--- src/rtl/spi_result_tx.sv ---
// SPI slave MISO side for the accelerator result path: holds the latest result and
// serialises a 3-byte {status, result, check} frame while the host clocks cs_n/sclk.
module spi_result_tx #(
  parameter int unsigned SYNC_STAGES = 2
) (
  input  logic       clk,
  input  logic       rst,
  input  logic       sclk,
  input  logic       cs_n,
  input  logic [7:0] result,
  input  logic       result_valid,
  output logic       miso,
  output logic       busy,
  output logic       frame_done
);

  localparam logic [1:0] IDLE  = 2'd0;
  localparam logic [1:0] SHIFT = 2'd1;
  localparam logic [1:0] PAD   = 2'd2;

  // Bit 0 is the newest sample; edges are judged on the two oldest bits.
  logic [SYNC_STAGES:0] sclk_sync;
  logic [SYNC_STAGES:0] cs_sync;

  logic [1:0]  state;
  logic [23:0] sr;
  logic [4:0]  bitcnt;
  logic [7:0]  hold;
  logic        fresh;
  logic        new_res;
  logic [3:0]  seq;

  logic       sclk_rise, sclk_fall, cs_rise, cs_fall;
  logic [7:0] b0, b1, b2;

  assign sclk_rise = sclk_sync[SYNC_STAGES-1] & ~sclk_sync[SYNC_STAGES];
  assign sclk_fall = ~sclk_sync[SYNC_STAGES-1] & sclk_sync[SYNC_STAGES];
  assign cs_rise   = cs_sync[SYNC_STAGES-1] & ~cs_sync[SYNC_STAGES];
  assign cs_fall   = ~cs_sync[SYNC_STAGES-1] & cs_sync[SYNC_STAGES];

  assign b0 = {fresh, 3'b000, seq};
  assign b1 = hold;
  assign b2 = b0 ^ b1;

  assign miso = (state == SHIFT) & sr[23];
  assign busy = (state != IDLE);

  always_ff @(posedge clk or posedge rst) begin
    if (rst) begin
      sclk_sync <= '0;
      cs_sync   <= '1;
    end else begin
      sclk_sync <= {sclk_sync[SYNC_STAGES-1:0], sclk};
      cs_sync   <= {cs_sync[SYNC_STAGES-1:0], cs_n};
    end
  end

  always_ff @(posedge clk or posedge rst) begin
    if (rst) begin
      state      <= IDLE;
      sr         <= '0;
      bitcnt     <= '0;
      hold       <= '0;
      fresh      <= 1'b0;
      new_res    <= 1'b0;
      seq        <= '0;
      frame_done <= 1'b0;
    end else begin
      frame_done <= 1'b0;
      if (result_valid) begin
        hold    <= result;
        fresh   <= 1'b1;
        new_res <= 1'b1;
      end
      case (state)
        IDLE: begin
          if (cs_fall) begin
            state   <= SHIFT;
            sr      <= {b0, b1, b2};
            bitcnt  <= '0;
            new_res <= result_valid;
          end
        end
        SHIFT: begin
          if (cs_rise) begin
            state <= IDLE;
          end else if (sclk_rise) begin
            if (bitcnt != 5'd31)
              bitcnt <= bitcnt + 5'd1;
            // Only the snapshotted result is consumed; a capture during the frame stays fresh.
            if (bitcnt == 5'd15 && !new_res && !result_valid)
              fresh <= 1'b0;
            if (bitcnt == 5'd23) begin
              frame_done <= 1'b1;
              seq        <= seq + 4'd1;
              state      <= PAD;
            end
          end else if (sclk_fall) begin
            sr <= {sr[22:0], 1'b0};
          end
        end
        PAD: begin
          if (cs_rise)
            state <= IDLE;
        end
        default: state <= IDLE;
      endcase
    end
  end

endmodule
--- config.mk ---
export PLATFORM = sky130hd
export DESIGN_NAME = spi_result_tx
export DESIGN_NICKNAME = d
export VERILOG_FILES = /design/src/rtl/spi_result_tx.sv
export SDC_FILE = /design/constraint.sdc
export NUM_CORES = 1
export LEC_CHECK = 0
export CAP_MARGIN = 10
export CORE_MARGIN = 5
export CORE_UTILIZATION = 62
export CTS_CLUSTER_SIZE = 24
export DETAILED_ROUTE_END_ITERATION = 8
export GPL_ROUTABILITY_DRIVEN = 0
export PLACE_DENSITY_LB_ADDON = 0.1
export SLEW_MARGIN = 20
export SYNTH_ARGS = -nofsm -noshare
export SYNTH_HDL_FRONTEND = slang
export SYNTH_SLANG_ARGS = --single-unit
--- constraint.sdc ---
create_clock -name clk -period 5.01 [get_ports clk]
set_clock_uncertainty 0.1 [all_clocks]
set_input_delay 1.002 -clock clk [delete_from_list [all_inputs] [get_ports clk]]
set_output_delay 1.002 -clock clk [all_outputs]
set_load 0.02 [all_outputs]
==> run_results.csv, run 1 <==
group,metric,value,unit
yosys,synth_commonest_cells,"nand2_1, dfrtp_1, mux2_2, nor2_1, xnor2_1",
cells_and_area,multi_input_area,1020,sq um
critical_path,path_class,"reg -> out",
job,cap_violations,0,
placement,post_dp_cell_area,2580,sq um
sta,fin_ws,1860,ps
power_and_ir_drop,total_power,1060,uW
cts,cts_buffers,5,
cells_and_area,register_area,1310,sq um
yosys,synth_top_cell_by_area,"dfrtp_1",
yosys,synthCells,213,
detailed_routing,avgViaCountPerCell,5.42,
power_and_ir_drop,p_comb_share,22.8,%
detailed_routing,ant_nets,0,
power_and_ir_drop,clkPwrFrac,23.3,%
placement,hpwl,2800,um
cts,insertion_delay,300,ps
detailed_routing,wire_per_inst,14.3,um
yosys,synth_fp_nets,230,
power_and_ir_drop,leakagePower,0.00122,uW
global_route,grt_pass1_wl,6990,um
sta,maxSlewHeadroom,44.5,%
placement,place_ws,2210,ps
power_and_ir_drop,p_int,754,uW
detailed_routing,drt_iter0_drc,129,
yosys,synth_top_area_share,50.7,%
yosys,synth_area,2420,sq um
sta,tns,0,ps
critical_path,cp-start-kind,"flop",
die,die-width,72.4,um
power_and_ir_drop,pwr-share-seq,53.9,%
cts,htree_levels,2,
die,row_count,22,
detailed_routing,routed_wl,3950,um
power_and_ir_drop,swShare,28.8,%
sta,fin_crit_sh,62.9,%
cts,cts_root_buf,"clkbuf_8",
power_and_ir_drop,peakVddDrop,0.264,mV
sta,hold_ws,264,ps
detailed_routing,num_vias,1496,
yosys,yosys_warnings,0,
global_route,track_usage,17.4,%
critical_path,critPathCaptureType,"primary output",
sta,fmax,0.317,GHz
global_route,grt-ovfl-total,0,
cts,clk_pin_slew,90,ps
sta,finalHoldViolCount,0,
critical_path,path_max_fanout,30,
global_route,antenna_found_initial,0,
cells_and_area,area_growth,10.7,%
cts,hold_buffers,0,
yosys,synthDistinctLibCells,34,
cts,cts_tree,"done",
die,initial_core_util,65.1,%
yosys,yosysSeqAreaShare,54.0,%
sta,drv_slew,0,
hold_path,hold_path.class,"reg -> reg",
critical_path,critPathArrivalTime,2050,ps
detailed_routing,dr.pass1.iters,4,
die,core_area,3720,sq um
cells_and_area,final_area,2680,sq um
yosys,synthArstFlopShare,100,%
die,fp.dieH,72.4,um
sta,period_needed,3150,ps
yosys,ys_seq_elements,52,
power_and_ir_drop,power_density,396,nW/um^2
cells_and_area,nNetsFinal,244,
sta,setup_viol,0,
detailed_routing,remaining_drc_errors,0,
global_route,grt_start_max_net_pins,53,
cells_and_area,diodes,0,
die,die_area,5250,sq um
cells_and_area,drive_gt1_share,22.4,%
critical_path,required,3910,ps
yosys,syn_area_per_cell,11.3,sq um
cells_and_area,fillers,267,
yosys,ys.flop_type,"dfrtp_1",
power_and_ir_drop,switchingPower,304,uW
cts,cts_buffer_depth,2,
cts,cts_resized,0,
cts,postCtsSetupBuffers,0,
cts,cts.sinks,52,
sta,tightest_slew,832,ps
global_route,grt_pass1_vias,1551,
die,ios,16,
status,status,"finished clean",
yosys,synth-edff-count,0,
yosys,yosys-top-cells-area,"dfrtp_1, mux2_2, nand2_1",
placement,port_buffers,15,
sta,rsz0062_at_grt,"no",
yosys,yosysMostFrequentCell,"nand2_1",
kinds of logic (layout without fill, tap and decap cells):
kind of cell	Yosys count	after routing	synth area share, %
compound gates	14	14	3.73
flops	52	52	54.0
fa+ha+maj	4	4	2.07
buf+inv	16	31	3.67
simple gates	82	82	16.3
mux	37	37	17.3
xor+xnor	8	8	2.90
final timing paths:
check	start	to	slack, ps	cells past startpoint
worst max-delay path	state[0]	miso	1860	4
worst min-delay path	cs_sync[0]	cs_sync[1]	260	0
worst max register to register	bitcnt[0]	bitcnt[4]	2700	6
worst min register to register	cs_sync[0]	cs_sync[1]	260	0
max in group asynchronous	rst	sr[20]	3260	2
min in group asynchronous	rst	sclk_sync[0]	1050	2
critical path, stage by stage, from the launching register on:
cell,delay (ps)
dfrtp_1,510
nor2b_1,170
buf_4,290
and2_1,170
clkdlybuf4s50_1,590
layout make-up:
class	count	share of cell area, %
Multi-Input combinational cell	145	38.3
Clock inverter	2	0.561
Sequential cell	52	48.8
Inverter	6	0.889
Tap cell	48	2.25
Clock buffer	6	3.09
Timing Repair Buffer	17	6.17
registers in the layout (all words and copies together) (netlist names):
name	flops
bitcnt	5
new_res	1
sr	24
sclk_sync	3
fresh	1
frame_done	1
cs_sync	3
state	2
seq	4
b1	8
cell usage in the layout (no fill, tap or decap), types with 2 or more instances in the layout:
cell | Yosys | layout
mux2_2 | 31 | 31
clkbuf_8 | 0 | 6
ha_1 | 4 | 4
mux2i_1 | 4 | 4
nand3_1 | 2 | 2
nor2_1 | 8 | 8
nor2b_1 | 4 | 4
o21ai_0 | 5 | 5
mux2_4 | 2 | 2
inv_1 | 6 | 5
xnor2_1 | 7 | 7
dfstp_2 | 3 | 3
clkdlybuf4s50_1 | 0 | 15
a21o_1 | 2 | 2
nand2b_1 | 4 | 4
o31ai_1 | 2 | 2
clkinvlp_4 | 0 | 2
nand2_1 | 53 | 53
buf_4 | 0 | 2
nand4b_1 | 2 | 2
nand2b_4 | 2 | 2
dfrtp_1 | 49 | 49
power by group through the flow:
stage          logic, uW  clock network [uW]  registers [uW]
6_report             241                 247             570
5_1_grt              272                 272             584
3_3_place_gp         234                   0             573
3_5_place_dp         245                   0             578
4_1_cts              246                 252             571
2_1_floorplan        203                   0             560
through the flow:
stage          util (%)  std cells
2_1_floorplan         -        213
5_1_grt            72.0        276
6_report           72.0        276
3_3_place_gp       69.3        268
3_5_place_dp       69.3        268
4_1_cts            72.0        276
routing by layer:
metal	part of all wire, %	wire length, um	track usage [%]	up-vias
li1	-	-	-	740
met1	46	1820	21.6	732
met2	50	1970	28.7	18
met3	2.6	104	5.82	6
met4	1.4	57	5.74	0
met5	0	0	0	-
Power figures use the tool's default switching activity.
==> run 2: changes to the inputs <==
--- a/config.mk
+++ b/config.mk
@@ -7,7 +7,7 @@
 export LEC_CHECK = 0
 export CAP_MARGIN = 10
 export CORE_MARGIN = 5
-export CORE_UTILIZATION = 62
+export CORE_UTILIZATION = 58
 export CTS_CLUSTER_SIZE = 24
 export DETAILED_ROUTE_END_ITERATION = 8
 export GPL_ROUTABILITY_DRIVEN = 0
==> constraint.sdc (replaced) <==
create_clock -name clk -period 3.1 [get_ports clk]
set_clock_uncertainty 0.1 [all_clocks]
set_input_delay 0.62 -clock clk [delete_from_list [all_inputs] [get_ports clk]]
set_output_delay 0.62 -clock clk [all_outputs]
set_load 0.02 [all_outputs]
==> run_results.csv, run 2 (same netlist as run 1, synthesis figures left out) <==
group,metric,value,unit
cts,clk_pin_slew,90,ps
critical_path,critPathCaptureType,"primary output",
job,cap_violations,0,
cells_and_area,area_growth,12.2,%
cells_and_area,largest_register,"sr",
cells_and_area,diodes,0,
detailed_routing,num_vias,1545,
sta,drv_slew,0,
critical_path,reg2reg_depth,6,
die,initial_core_util,60.0,%
sta,fmax,0.399,GHz
cts,insertion_delay,300,ps
critical_path,worstPathCellList,"nor2b_1, and2_1, clkdlybuf4s50_1",
cts,cts_buffers,5,
detailed_routing,drt_iter0_drc,112,
cells_and_area,fillers,285,
critical_path,required,2380,ps
cts,htree_levels,2,
critical_path,cp-start-kind,"flop",
cts,cts_resized,0,
critical_path,critPathArrivalTime,1790,ps
cts,cts_tree,"done",
power_and_ir_drop,leakagePower,0.00125,uW
sta,period_needed,2510,ps
power_and_ir_drop,power_density,670,nW/um^2
critical_path,worstSetupPathDepth,3,
critical_path,path_class,"reg -> out",
placement,dp_cells,271,
sta,fin_ws,595,ps
cts,postCtsSetupBuffers,0,
detailed_routing,routed_wl,4180,um
die,fp.dieH,74.6,um
sta,finalHoldViolCount,0,
die,die_area,5560,sq um
global_route,grt_pass1_vias,1623,
placement,place_ws,799,ps
cells_and_area,drive_gt1_share,22.7,%
global_route,antenna_found_initial,0,
cts,hold_buffers,0,
detailed_routing,dr.pass1.iters,4,
status,status,"finished clean",
cells_and_area,layout_common_cells,"nand2_1, dfrtp_1, mux2_2, clkdlybuf4s50_1, nor2_1",
sta,setup_viol,0,
critical_path,reg2reg_from,"bitcnt[0]",
cells_and_area,nNetsFinal,245,
sta,tightest_slew,514,ps
die,ios,16,
die,core_area,4030,sq um
cts,cts_buffer_depth,2,
sta,maxSlewHeadroom,65.6,%
hold_path,hold_path.class,"reg -> reg",
critical_path,critPathMaxStageDelay,590,ps
global_route,grt_pass1_wl,7270,um
global_route,track_usage,17.5,%
placement,hpwl,2910,um
sta,fin_crit_sh,80.8,%
cells_and_area,largest_reg_flops,24,
power_and_ir_drop,peakVddDrop,0.416,mV
detailed_routing,wire_per_inst,15.0,um
critical_path,path_delay_family,"buffers and inverters",
die,row_count,23,
cells_and_area,layoutNonFillerInstCount,279,
hold_path,hp-start,"sclk_sync[0]",
critical_path,cp.buffers_inverters,1,
die,die-width,74.6,um
critical_path,crit_start,"state[0]",
critical_path,path_max_fanout,8,
detailed_routing,ant_nets,0,
sta,tns,0,ps
cts,cts.sinks,52,
placement,port_buffers,15,
sta,rsz0062_at_grt,"no",
cells_and_area,layout_commonest_cell,"nand2_1",
global_route,grt_start_max_net_pins,39,
detailed_routing,remaining_drc_errors,0,
hold_path,hold_depth,0,
cts,cts_root_buf,"clkbuf_8",
detailed_routing,avgViaCountPerCell,5.54,
global_route,grt-ovfl-total,0,
critical_path,crit_path_top_delay_cell,"clkdlybuf4s50_1",
==> run 2: report_power, final <==
group	total [uW]	internal, uW	leakage, uW	switching (uW)
sequential	923	829	0.000646	94.4
combinational	399	210	0.000538	189
clock	494	285	0.0000645	209
total	1820	1320	0.00125	493
==> run 2: path summary, 6_finish.rpt <==
kind / end / slack [ps]
max in group asynchronous: sr[3] / 1650
min reg2reg: sclk_sync[1] / 260
max reg2reg: bitcnt[0] / 790
max: miso / 590
min: sclk_sync[1] / 260
min in group asynchronous: sclk_sync[1] / 470
==> run 2: layout make-up <==
type	count	area, sq um	area share [%]
Clock buffer	7	96.3	3.55
Clock inverter	1	30.0	1.11
Inverter	6	22.5	0.830
Multi-Input combinational cell	145	1020	37.7
Sequential cell	52	1310	48.1
Tap cell	50	62.6	2.31
Timing Repair Buffer	18	173	6.37
==> run 2: through the flow <==
step	hold WS [ps]	cell area, sq um	total power (uW)	util [%]
floorplan	231	2420	1230	-
CTS	262	2710	1840	67.3
detailed placement	242	2590	1340	64.2
global route	274	2710	1920	67.3
finish	258	2710	1820	67.3
global placement	236	2590	1300	64.2
==> run 2: routing by layer <==
| layer | part of all wire [%] | vias to the layer above | wire length (um) | global-route usage, % |
|---|---|---|---|---|
| li1 | - | 733 | - | - |
| met1 | 44 | 769 | 1840 | 23.2 |
| met2 | 50 | 34 | 2110 | 28.7 |
| met3 | 3.4 | 9 | 144 | 3.24 |
| met4 | 1.9 | 0 | 80 | 6.72 |
| met5 | 0 | - | 0 | 0 |
==> run 2: worst reg2reg max path, cell delays in order, from the launching register on <==
cell	delay, ps
dfrtp_1	430
ha_1	260
and3_1	220
ha_1	200
o21a_1	210
or3_1	450
mux2_4	340
